--- src/rtl/arm_isa_pkg.sv ---
// Shared ARM ISA encodings used by both the decode stage and the instruction encoder.
package arm_isa_pkg;

  typedef enum logic [3:0] {
    CMD_DP   = 4'd0,
    CMD_BX   = 4'd1,
    CMD_B    = 4'd2,
    CMD_BL   = 4'd3,
    CMD_LDR0 = 4'd4,
    CMD_LDR1 = 4'd5,
    CMD_STR0 = 4'd6,
    CMD_STR1 = 4'd7,
    CMD_SWP  = 4'd8
  } cmd_e;

  localparam logic [3:0] OP_AND = 4'h0;
  localparam logic [3:0] OP_EOR = 4'h1;
  localparam logic [3:0] OP_SUB = 4'h2;
  localparam logic [3:0] OP_RSB = 4'h3;
  localparam logic [3:0] OP_ADD = 4'h4;
  localparam logic [3:0] OP_ADC = 4'h5;
  localparam logic [3:0] OP_SBC = 4'h6;
  localparam logic [3:0] OP_RSC = 4'h7;
  localparam logic [3:0] OP_TST = 4'h8;
  localparam logic [3:0] OP_TEQ = 4'h9;
  localparam logic [3:0] OP_CMP = 4'hA;
  localparam logic [3:0] OP_CMN = 4'hB;
  localparam logic [3:0] OP_ORR = 4'hC;
  localparam logic [3:0] OP_MOV = 4'hD;
  localparam logic [3:0] OP_BIC = 4'hE;
  localparam logic [3:0] OP_MVN = 4'hF;

  localparam logic [3:0]  COND_AL    = 4'hE;
  localparam logic [3:0]  COND_NV    = 4'hF;
  localparam logic [23:0] BX_PATTERN = 24'h12_FFF1;
  localparam logic [7:0]  SWP_MID    = 8'b0000_1001;

  localparam logic [1:0] OP2_IMM_SHIFT = 2'd0;
  localparam logic [1:0] OP2_REG_SHIFT = 2'd1;
  localparam logic [1:0] OP2_ROT_IMM   = 2'd2;
  localparam logic [1:0] OP2_ILLEGAL   = 2'd3;

  typedef struct packed {
    logic [3:0]  cmd;
    logic [3:0]  cond;
    logic [3:0]  alu_op;
    logic        s;
    logic        p;
    logic        u;
    logic        w;
    logic [3:0]  rn;
    logic [3:0]  rd;
    logic [3:0]  rm;
    logic [3:0]  rs;
    logic [1:0]  op2_sel;
    logic [1:0]  shift_type;
    logic [4:0]  imm5;
    logic [11:0] imm12;
    logic [23:0] imm24;
  } enc_fields_t;

endpackage

--- src/rtl/arm_enc_fifo2.sv ---
// Two-entry FIFO with valid/ready on both sides; ready is a function of occupancy only.
module arm_enc_fifo2 #(
  parameter int DATA_W = 32
) (
  input  logic              clk,
  input  logic              rst,
  input  logic              i_valid,
  output logic              o_ready,
  input  logic [DATA_W-1:0] i_data,
  output logic              o_valid,
  input  logic              i_ready,
  output logic [DATA_W-1:0] o_data
);

  logic [DATA_W-1:0] r_mem [2];
  logic              r_wr_ptr;
  logic              r_rd_ptr;
  logic [1:0]        r_count;
  logic              w_push;
  logic              w_pop;

  assign o_ready = (r_count != 2'd2);
  assign o_valid = (r_count != 2'd0);
  // An empty buffer presents zero so the output word reads 0 out of reset.
  assign o_data  = o_valid ? r_mem[r_rd_ptr] : '0;
  assign w_push  = i_valid && o_ready;
  assign w_pop   = o_valid && i_ready;

  always_ff @(posedge clk) begin
    if (rst) begin
      r_wr_ptr <= 1'b0;
      r_rd_ptr <= 1'b0;
      r_count  <= 2'd0;
    end else begin
      if (w_push) r_wr_ptr <= ~r_wr_ptr;
      if (w_pop)  r_rd_ptr <= ~r_rd_ptr;
      case ({w_push, w_pop})
        2'b10:   r_count <= r_count + 2'd1;
        2'b01:   r_count <= r_count - 2'd1;
        default: r_count <= r_count;
      endcase
    end
  end

  always_ff @(posedge clk) begin
    if (w_push) r_mem[r_wr_ptr] <= i_data;
  end

endmodule

--- src/rtl/arm_inst_encoder.sv ---
// Packs a decoded ARM field bundle into a 32-bit instruction word tagged with a
// sequential byte address, buffered through a 2-entry output FIFO.
module arm_inst_encoder
  import arm_isa_pkg::*;
#(
  parameter int              ADDR_W    = 32,
  parameter logic [ADDR_W-1:0] BASE_ADDR = '0,
  parameter int              CNT_W     = 16
) (
  input  logic              clk,
  input  logic              rst,
  input  logic              in_valid,
  output logic              in_ready,
  input  logic [3:0]        cmd,
  input  logic [3:0]        cond,
  input  logic [3:0]        alu_op,
  input  logic              s,
  input  logic              p,
  input  logic              u,
  input  logic              w,
  input  logic [3:0]        rn,
  input  logic [3:0]        rd,
  input  logic [3:0]        rm,
  input  logic [3:0]        rs,
  input  logic [1:0]        op2_sel,
  input  logic [1:0]        shift_type,
  input  logic [4:0]        imm5,
  input  logic [11:0]       imm12,
  input  logic [23:0]       imm24,
  output logic              out_valid,
  input  logic              out_ready,
  output logic [31:0]       out_instr,
  output logic [ADDR_W-1:0] out_addr,
  output logic [CNT_W-1:0]  word_cnt,
  output logic [CNT_W-1:0]  err_cnt,
  output logic              err_sticky
);

  function automatic logic is_reject(enc_fields_t f);
    return (f.cmd > 4'(CMD_SWP)) ||
           ((f.cmd == 4'(CMD_DP)) && (f.op2_sel == OP2_ILLEGAL)) ||
           (f.cond == COND_NV);
  endfunction

  function automatic logic [31:0] encode(enc_fields_t f);
    logic [31:0] word;
    logic [11:0] op2;
    logic        test_op;
    logic        s_eff;
    logic [3:0]  rn_eff;
    logic [3:0]  rd_eff;
    logic        load;
    // TST/TEQ/CMP/CMN always set flags and have no destination; MOV/MVN have no Rn.
    test_op = (f.alu_op[3:2] == 2'b10);
    s_eff   = test_op ? 1'b1 : f.s;
    rd_eff  = test_op ? 4'h0 : f.rd;
    rn_eff  = ((f.alu_op == OP_MOV) || (f.alu_op == OP_MVN)) ? 4'h0 : f.rn;
    load    = (f.cmd == 4'(CMD_LDR0)) || (f.cmd == 4'(CMD_LDR1));
    case (f.op2_sel)
      OP2_IMM_SHIFT: op2 = {f.imm5, f.shift_type, 1'b0, f.rm};
      OP2_REG_SHIFT: op2 = {f.rs, 1'b0, f.shift_type, 1'b1, f.rm};
      default:       op2 = f.imm12;
    endcase
    case (f.cmd)
      4'(CMD_DP):   word = {f.cond, 2'b00, (f.op2_sel == OP2_ROT_IMM), f.alu_op,
                            s_eff, rn_eff, rd_eff, op2};
      4'(CMD_BX):   word = {f.cond, BX_PATTERN, f.rm};
      4'(CMD_B):    word = {f.cond, 4'b1010, f.imm24};
      4'(CMD_BL):   word = {f.cond, 4'b1011, f.imm24};
      4'(CMD_LDR0),
      4'(CMD_STR0): word = {f.cond, 3'b010, f.p, f.u, 1'b0, f.w, load,
                            f.rn, f.rd, f.imm12};
      4'(CMD_LDR1),
      4'(CMD_STR1): word = {f.cond, 3'b011, f.p, f.u, 1'b0, f.w, load,
                            f.rn, f.rd, f.imm5, f.shift_type, 1'b0, f.rm};
      4'(CMD_SWP):  word = {f.cond, 8'b0001_0000, f.rn, f.rd, SWP_MID, f.rm};
      default:      word = '0;
    endcase
    return word;
  endfunction

  function automatic logic [CNT_W-1:0] sat_inc(logic [CNT_W-1:0] v);
    return (&v) ? v : v + CNT_W'(1);
  endfunction

  enc_fields_t       w_fields;
  logic [31:0]       w_instr;
  logic              w_reject;
  logic              w_accept;
  logic              w_push;
  logic              w_pop;
  logic [ADDR_W-1:0] r_addr;
  logic [CNT_W-1:0]  r_word_cnt;
  logic [CNT_W-1:0]  r_err_cnt;
  logic              r_err_sticky;

  assign w_fields = '{cmd: cmd, cond: cond, alu_op: alu_op, s: s, p: p, u: u, w: w,
                      rn: rn, rd: rd, rm: rm, rs: rs, op2_sel: op2_sel,
                      shift_type: shift_type, imm5: imm5, imm12: imm12, imm24: imm24};
  assign w_instr  = encode(w_fields);
  assign w_reject = is_reject(w_fields);
  assign w_accept = in_valid && in_ready;
  // Rejected bundles complete the handshake but never reach the buffer.
  assign w_push   = w_accept && !w_reject;
  assign w_pop    = out_valid && out_ready;

  arm_enc_fifo2 #(.DATA_W(32)) u_fifo (
    .clk     (clk),
    .rst     (rst),
    .i_valid (w_push),
    .o_ready (in_ready),
    .i_data  (w_instr),
    .o_valid (out_valid),
    .i_ready (out_ready),
    .o_data  (out_instr)
  );

  always_ff @(posedge clk) begin
    if (rst) begin
      r_addr       <= BASE_ADDR;
      r_word_cnt   <= '0;
      r_err_cnt    <= '0;
      r_err_sticky <= 1'b0;
    end else begin
      if (w_pop) begin
        r_addr     <= r_addr + ADDR_W'(4);
        r_word_cnt <= r_word_cnt + CNT_W'(1);
      end
      if (w_accept && w_reject) begin
        r_err_cnt    <= sat_inc(r_err_cnt);
        r_err_sticky <= 1'b1;
      end
    end
  end

  assign out_addr   = r_addr;
  assign word_cnt   = r_word_cnt;
  assign err_cnt    = r_err_cnt;
  assign err_sticky = r_err_sticky;

endmodule

--- config.mk ---
export PLATFORM = sky130hd
export DESIGN_NAME = arm_inst_encoder
export DESIGN_NICKNAME = d
export VERILOG_FILES = /design/src/rtl/arm_isa_pkg.sv /design/src/rtl/arm_enc_fifo2.sv /design/src/rtl/arm_inst_encoder.sv
export SDC_FILE = /design/constraint.sdc
export NUM_CORES = 1
export LEC_CHECK = 0
export CAP_MARGIN = 20
export CORE_MARGIN = 5
export CORE_UTILIZATION = 45
export CTS_BUF_LIST = sky130_fd_sc_hd__clkbuf_8
export DETAILED_ROUTE_END_ITERATION = 6
export GPL_TIMING_DRIVEN = 0
export PLACE_DENSITY = 0.77
export REMOVE_ABC_BUFFERS = 1
export SYNTH_ARGS = -nofsm -noshare
export SYNTH_HDL_FRONTEND = slang
export SYNTH_HIERARCHICAL = 1
export SYNTH_SLANG_ARGS = --single-unit
--- constraint.sdc ---
create_clock -name clk -period 4.5 [get_ports clk]
set_input_delay 0.45 -clock clk [delete_from_list [all_inputs] [get_ports clk]]
set_output_delay 0.45 -clock clk [all_outputs]
set_load 0.01 [all_outputs]
==> results of run 1 <==
[layout by cell type (no fill, tap or decap), types with 3 or more instances in the layout]
master           netlist  final
a21o_1                 4      4
a21oi_1               40     40
a221o_1               16     16
a22o_1                 5      5
and2_1                 7      7
and3_1                10      9
and4_1                 6      6
bufinv_16              0      3
clkbuf_8               0     21
clkdlybuf4s50_1        0    176
clkinv_2               0      4
dfxtp_1               68     67
edfxtp_1              64     64
ha_1                   4      4
inv_1                 19     21
mux2i_1               32     32
nand2_1               42     42
nand3_1               19     19
nand4_1               11     11
nor2_1                81     80
nor3_1                11     10
nor4_1                10     10
o21ai_0               30     30
or3_1                 23     23
or4_1                  3      3
xnor2_1               24     24
xor2_1                11     11
[cells by family (layout without fill, tap and decap cells)]
logic type / count (synthesis) / count (layout) / synth area share
multiplexers: 32 / 32 / 0.05221
XOR/XNOR: 35 / 35 / 0.04997
flip-flops: 132 / 132 / 0.5352
AND/OR/NAND/NOR: 238 / 238 / 0.1956
buffers and inverters: 48 / 234 / 0.03610
other: 1 / 2 / 0.0006113
AO/OA/AOI/OAI: 114 / 114 / 0.1222
adder cells (fa/ha/maj): 4 / 4 / 0.008159
[final cells by class]
cell class                      instances  area (sq um)  area share
Inverter                               19         71.32    0.008376
Multi-Input combinational cell        425          2654      0.3117
Clock inverter                         11         130.1     0.01528
Sequential cell                       132          3284      0.3857
Clock buffer                           21         289.0     0.03395
Timing Repair Buffer                  183          1866      0.2191
Tap cell                              176         220.2     0.02586
[worst max path at each step]
stage	from	endpoint	slack, ns	cells after the start
final	cmd[0]	u_fifo/r_mem[0][22]	1.27	7
after global routing	cmd[0]	u_fifo/r_mem[0][11]	1.04	7
after CTS	cmd[0]	u_fifo/r_mem[0][17]	1.28	7
after detailed placement	cmd[0]	u_fifo/r_mem[0][13]	0.81	7
after global placement	cmd[1]	u_fifo/r_mem[0][7]	0.34	5
after floorplan	u_fifo/r_count[0]	out_addr[24]	1.74	7
[worst max-delay path, stage by stage]
cell             delay (ns)
clkdlybuf4s50_1        0.66
o31ai_1                0.74
o211a_4                0.31
nor2b_1                0.27
nand3b_1               0.15
inv_1                  0.54
buf_16                 0.25
[routing by layer]
| metal | GRT usage | vias up |
|---|---|---|
| met5 | 0 | - |
| met4 | 0.07129 | 0 |
| met1 | 0.2434 | 2602 |
| met2 | 0.3571 | 173 |
| li1 | - | 2555 |
| met3 | 0.05128 | 19 |
[per-stage QoR]
step                      utilization  power, mW  hold WS [ns]  instance area [sq um]  setup WS, ns
final                          0.6404      3.344        0.4939                   8514         1.266
after global routing           0.6404      3.497        0.5004                   8514         1.039
after detailed placement       0.6089      2.336        0.4870                   8095        0.8107
after global placement         0.6002      2.291        0.4804                   7980        0.3437
after CTS                      0.6404      3.379        0.4563                   8514         1.278
after floorplan                     -      1.842        0.4725                   5988         1.742
[where the power goes]
part / leakage (nW) / switching (mW) / internal [mW]
sequential: 1.15 / 0.0665 / 1.36
combinational: 1.51 / 0.431 / 0.449
clock: 0.229 / 0.441 / 0.600
total: 2.88 / 0.939 / 2.41
[flip-flops by register name (all words and copies together), names as in the netlist, named ones only]
name and cells:
word_cnt 16, out_addr 30, u_fifo/r_rd_ptr 1, err_cnt 16, u_fifo/r_mem 64, u_fifo/r_wr_ptr 1
err_sticky 1, u_fifo/r_count 2
==> tab_implementation.tex, run 1 <==
\begin{tabular}{lr}
\hline
Metric & Value \\
\hline
\multicolumn{2}{l}{\textbf{Run status}} \\
Status & complete, no violations \\
\multicolumn{2}{l}{\textbf{Routing}} \\
Detail-routed net length per standard cell & approximately 17 um \\
Highest layer used for signal routing & met4 \\
Detail-routed via count per cell & 5.532 \\
Total routed wirelength & 16750 um \\
Iter 0 DRT Violations & 337 \\
Count of antenna-violating nets left after detailed routing & 0 \\
Number of design rule violations left after detail routing & 0 \\
Routed vias & around 5300 \\
Metal2 WL & 8450 um \\
Detailed-route wire length on metal 1 & 7073 um \\
Met3 wire len & 1004 um \\
Router iterations before antenna repair & 5 \\
\multicolumn{2}{l}{\textbf{Logic synthesis}} \\
EDFF count, synth & 64 \\
Fraction of the yosys area taken by sequential cells & 0.5352 \\
Commonest cells in the synthesized netlist & nor2\_1 (81), dfxtp\_1 (68), edfxtp\_1 (64) \\
Synth Flop Type & dfxtp\_1 \\
Most numerous cell in the Yosys netlist & nor2\_1 \\
Yosys cell types & 55 \\
Synth area leader & edfxtp\_1 \\
Portion of synthesized cell area occupied by the leading cell type & 0.3133 \\
Gate Count Post-Synth & 604 \\
Post-synthesis area per instance & 10.16 sq um \\
Post-synth design cell area & 6135 sq um \\
Number of storage elements in the synthesis netlist & around 130 \\
Fraction of synthesis flops using an asynchronous set or reset pin & 0 \\
Dominant cells by area after synthesis & edfxtp\_1 (31\%), dfxtp\_1 (22\%), mux2i\_1 (5.2\%) \\
Total number of yosys warnings & 6 \\
\multicolumn{2}{l}{\textbf{Global route}} \\
First-pass GRT wire length & between 20000 and 30000 um \\
GRT Total Usage & 0.2039 \\
Overflow left after global routing & 0 \\
Pin count of the biggest net entering global routing & 40 \\
Vias in the first global route & about 5300 \\
Initial antenna violation count & 0 \\
\multicolumn{2}{l}{\textbf{Setup path}} \\
Element type at the critical path end & register \\
Reg2Reg Launch Point & u\_fifo/r\_count[0] \\
Setup slack on the worst flop-to-flop path & between 1.5 and 2 ns \\
Startpoint class of the critical path & input port \\
Worst Reg-to-Reg Cells & 7 \\
Required time at the endpoint of the critical path & 4.64 ns \\
Max FO, Critical Path & 19 \\
Worst Path Arrival & 3.37 ns \\
Reg-to-reg critical path endpoint & out\_addr[31] \\
Worst setup path class & in -> reg \\
\multicolumn{2}{l}{\textbf{Clock network}} \\
CTS Root Cell & clkbuf\_8 \\
Hold-fix buffer count after cts & 0 \\
Post-cts gate resize count & 0 \\
Number of clock sinks & roughly 130 \\
Clock H-tree levels & 4 \\
CTS tree & yes \\
Maximum buffer depth of the clock tree & 2 \\
Insertion delay of the later-clocked pin in the worst-skew pair & 0.44 ns \\
Post-CTS setup buffer count & 0 \\
Clock slew seen by the registers of the worst setup and hold paths & $\sim$0.07 ns \\
CTS Buf Count & 17 \\
\multicolumn{2}{l}{\textbf{Timing}} \\
Setup repair after global routing missed its margin & no \\
Crit path time final & around 3.2 ns \\
Max Slew Vio Count & 0 \\
\# setup viols final & 0 \\
Hold Violations, Final & 0 \\
Final setup TNS & 0 ns \\
Clock tree skew after final layout & 0.01347 ns \\
Transition time at the pin with the least slew margin & 0.8501 ns \\
Max Clk Rate & 0.3092 GHz \\
Headroom to the max-slew limit & 0.4319 \\
Fin crit share & 0.7186 \\
\multicolumn{2}{l}{\textbf{Power}} \\
Static power due to leakage & 2.885 nW \\
Worst vdd ir & 216.8 uV \\
Total power divided by cell area & roughly 400 nW/um\^{}2 \\
\multicolumn{2}{l}{\textbf{Cells and area}} \\
Synthesis-to-finish area growth & 38.79\% \\
Share of final-layout standard cells stronger than drive strength 1 & 0.05942 \\
Antenna diode count & 0 \\
Final Net Count & between 800 and 900 \\
FILL cells & 1063 \\
Post-route insts no fill & roughly 970 \\
\multicolumn{2}{l}{\textbf{Run}} \\
Number of maximum-capacitance violations & 0 \\
\multicolumn{2}{l}{\textbf{Die}} \\
Core Region & around 13000 sq um \\
Chip Width & 126.8 um \\
Number of cell rows & 42 \\
Floorplan die height & 126.8 um \\
Overall die area & between 15000 and 20000 sq um \\
Starting Density & 0.4614 \\
Count of pins on the block boundary & 180 \\
\multicolumn{2}{l}{\textbf{Place}} \\
Count of port buffers added during placement & roughly 180 \\
Final weighted congestion in routability-driven placement & 0.8770 \\
Post-placement cell count & 935 \\
Total half-perimeter wirelength after legalization and detailed placement & roughly 12000 um \\
\multicolumn{2}{l}{\textbf{Min path}} \\
Endpoint, Worst Hold & out\_addr[13] \\
Hold WC Path Type & in -> reg \\
Worst hold path stage count & 2 \\
Startpoint of the worst hold path & rst \\
\hline
\end{tabular}
(Power assumes the default switching activity.)
==> inputs of run 2 (changes only) <==
- CORE_UTILIZATION: 45 -> 44
- PLACE_DENSITY: 0.77 -> 0.78
- clock period: 4.5 -> 2.6 ns (I/O delays scaled with it)
==> tab_implementation.tex, run 2 (same netlist as run 1, synthesis figures left out) <==
\begin{tabular}{lr}
\hline
Metric & Value \\
\hline
\multicolumn{2}{l}{\textbf{Power}} \\
Worst vdd ir & 324.5 uV (+50\%) \\
Relative contribution of combinational cells to total power & 0.261 (-0.002) \\
Static power due to leakage & 2.924 nW (+1.4\%) \\
Switching Fraction & 0.2779 (-0.002817) \\
Sequential cell fraction of total power & 0.420 (-0.006) \\
Total power divided by cell area & 684.2 nW/um\^{}2 (+74\%) \\
Part of the power in the clock network & 0.319 (+0.008) \\
Net switching power of the design & 1.641 mW (+75\%) \\
Cell internal pwr & 4.264 mW (+77\%) \\
\multicolumn{2}{l}{\textbf{Clock network}} \\
Maximum buffer depth of the clock tree & 2 (unchanged) \\
Hold-fix buffer count after cts & 0 (unchanged) \\
Number of clock sinks & 132 (unchanged) \\
Clock slew seen by the registers of the worst setup and hold paths & 0.07 ns (about the same) \\
Clock H-tree levels & 4 (unchanged) \\
Insertion delay of the later-clocked pin in the worst-skew pair & 0.45 ns (about the same) \\
CTS Root Cell & clkbuf\_8 \\
CTS Buf Count & 17 (unchanged) \\
CTS tree & yes \\
\multicolumn{2}{l}{\textbf{Timing}} \\
Crit path time final & about 2.4 ns \\
WHS & 0.2175 ns (-0.2764 ns) \\
Max Slew Vio Count & 0 (unchanged) \\
Fin crit share & 0.9406 \\
\# setup viols final & 0 (unchanged) \\
Transition time at the pin with the least slew margin & 0.9059 ns (+0.05585 ns) \\
Setup ws final & 0.1543 ns (-1.112 ns) \\
Hold Violations, Final & 0 (unchanged) \\
Headroom to the max-slew limit & 0.3927 (-0.03918) \\
Setup repair after global routing missed its margin & no \\
Max Clk Rate & approximately 0.41 GHz \\
Clock tree skew after final layout & 0.01060 ns (-0.002865 ns) \\
\multicolumn{2}{l}{\textbf{Die}} \\
Number of cell rows & 43 (+2.4\%) \\
Floorplan die height & 128.1 um (+1.0\%) \\
Starting Density & 0.4454 (-0.01601) \\
Core Region & 13770 sq um (+3.6\%) \\
Chip Width & 128.1 um (+1.0\%) \\
Overall die area & 16400 sq um (+2.1\%) \\
Count of pins on the block boundary & 180 (unchanged) \\
\multicolumn{2}{l}{\textbf{Setup path}} \\
Max FO, Critical Path & 17 (-2) \\
Startpoint class of the critical path & register \\
Maximum cell stage delay along the critical path & 0.69 ns (-0.05 ns) \\
Setup slack on the worst flop-to-flop path & 0.17 ns (-1.62 ns) \\
CP max stage cell & dfxtp\_2 \\
Cell chain of the critical path & buf\_16 -> mux2i\_1 -> nor2\_1 -> clkdlybuf4s50\_1 \\
Required time at the endpoint of the critical path & 2.34 ns (-2.30 ns) \\
Worst Path Arrival & 2.19 ns (-1.18 ns) \\
Worst setup path class & reg -> out \\
Element type at the critical path end & output port \\
\multicolumn{2}{l}{\textbf{Global route}} \\
First-pass GRT wire length & 27110 um (+1.9\%) \\
Initial antenna violation count & 1 (+1) \\
Vias in the first global route & 5379 (+0.84\%) \\
Pin count of the biggest net entering global routing & 50 (+25\%) \\
GRT Total Usage & 0.2077 (+0.003767) \\
Overflow left after global routing & 0 (unchanged) \\
\multicolumn{2}{l}{\textbf{Min path}} \\
Hold WC Path Type & in -> reg \\
\multicolumn{2}{l}{\textbf{Routing}} \\
Detail-routed net length per standard cell & 17.49 um (+0.99\%) \\
Total routed wirelength & 17090 um (+2.0\%) \\
Count of antenna-violating nets left after detailed routing & 0 (unchanged) \\
Router iterations before antenna repair & 6 (+1) \\
Routed vias & 5351 (+0.037\%) \\
Detail-routed via count per cell & 5.477 (-0.99\%) \\
Number of design rule violations left after detail routing & 0 (unchanged) \\
Iter 0 DRT Violations & 351 (+4.2\%) \\
\multicolumn{2}{l}{\textbf{Cells and area}} \\
Synthesis-to-finish area growth & 40.69\% \\
Number of flip-flops under the largest register name & 64 (unchanged) \\
Share of final-layout standard cells stronger than drive strength 1 & 0.06901 (+0.009590) \\
Final Net Count & 869 (+0.70\%) \\
Commonest non-fill, non-tap cell in the layout & clkdlybuf4s50\_1 \\
Post-route insts no fill & 977 (+1.0\%) \\
Antenna diode count & 0 (unchanged) \\
Register bank with the most flops & u\_fifo/r\_mem \\
FILL cells & 1116 (+5.0\%) \\
Most used cells in the layout excluding fill and tap cells & clkdlybuf4s50\_1 (174), nor2\_1 (80), dfxtp\_1 (65), edfxtp\_1 (64), nand2\_1 (42) \\
\multicolumn{2}{l}{\textbf{Place}} \\
Count of port buffers added during placement & 177 (unchanged) \\
Post-placement cell count & 939 (+0.43\%) \\
Pre-CTS setup slack & -1.085 ns (-1.896 ns) \\
Final weighted congestion in routability-driven placement & 0.8298 (-5.4\%) \\
Total half-perimeter wirelength after legalization and detailed placement & 12160 um (+1.3\%) \\
\multicolumn{2}{l}{\textbf{Run status}} \\
Status & complete, no violations \\
\multicolumn{2}{l}{\textbf{Run}} \\
Number of maximum-capacitance violations & 0 (unchanged) \\
\hline
\end{tabular}
run 2: cell types whose count changed in the layout (fill, tap and decap cells not counted), sizes merged:
cell / previous run / this run
buf: 7 / 12
bufinv: 3 / 5
clkbuf: 21 / 17
clkdlybuf4s50: 176 / 174
clkinv: 4 / 7
clkinvlp: 0 / 2
dlymetal6s2s: 0 / 2
inv: 23 / 20
nor2: 81 / 82
run 2: routing by layer:
metal	share of wire	wire, um	global-route usage
met5	0.00076	13	0
met4	0.013	219	0.07179
met3	0.088	1502	0.07125
met2	0.49	8322	0.3490
met1	0.41	7032	0.2486
run 2: worst paths after layout:
path,startpoint,endpoint,cells after the start
worst max-delay path,register,out_instr[17],4
worst min-delay path,rst,out_addr[13],2
worst max register to register,u_fifo/r_count[0],out_addr[31],7
worst min register to register,err_sticky,err_sticky,2
run 2: final cells by class:
| class | count | area, sq um | area share |
|---|---|---|---|
| inverter | 19 | 75.07 | 0.008698 |
| tap | 180 | 225.2 | 0.02609 |
| clock buffer | 17 | 234.0 | 0.02711 |
| multi-input combinational | 426 | 2694 | 0.3121 |
| sequential | 132 | 3287 | 0.3808 |
| clock inverter | 15 | 195.2 | 0.02262 |
| timing repair buffer | 188 | 1921 | 0.2225 |
run 2: stage by stage:
step	TNS, ns	cell area [sq um]	util	power [mW]
6_report	0	8631	0.6266	5.905
5_1_grt	0	8631	0.6266	6.186
4_1_cts	0	8591	0.6237	5.966
3_5_place_dp	-69.41	8100	0.5881	4.028
3_3_place_gp	-215.16	7985	0.5798	3.958
2_1_floorplan	-1.960	5988	-	3.189
run 2: repair_timing:
action	4_1_cts	5_1_grt
endpoints found under the setup margin	73	36
gates cloned	1	0
pin swaps	1	2
gates resized for setup	7	4
buffers inserted	2	3
run 2: critical path, delay by kind of cell (launching register included):
family / cells / cell delay [ns]
AND/OR/NAND/NOR: 1 / 0.06
buffers and inverters: 2 / 0.75
flip-flops: 1 / 0.69
multiplexers: 1 / 0.24
run 2: power by group through the flow:
stage | sequential [mW] | combinational [mW] | clock [mW]
after floorplan | 2.51 | 0.675 | 0
after global placement | 2.54 | 1.42 | 0
after detailed placement | 2.51 | 1.52 | 0
after CTS | 2.48 | 1.56 | 1.92
after global routing | 2.49 | 1.67 | 2.02
final | 2.48 | 1.54 | 1.88
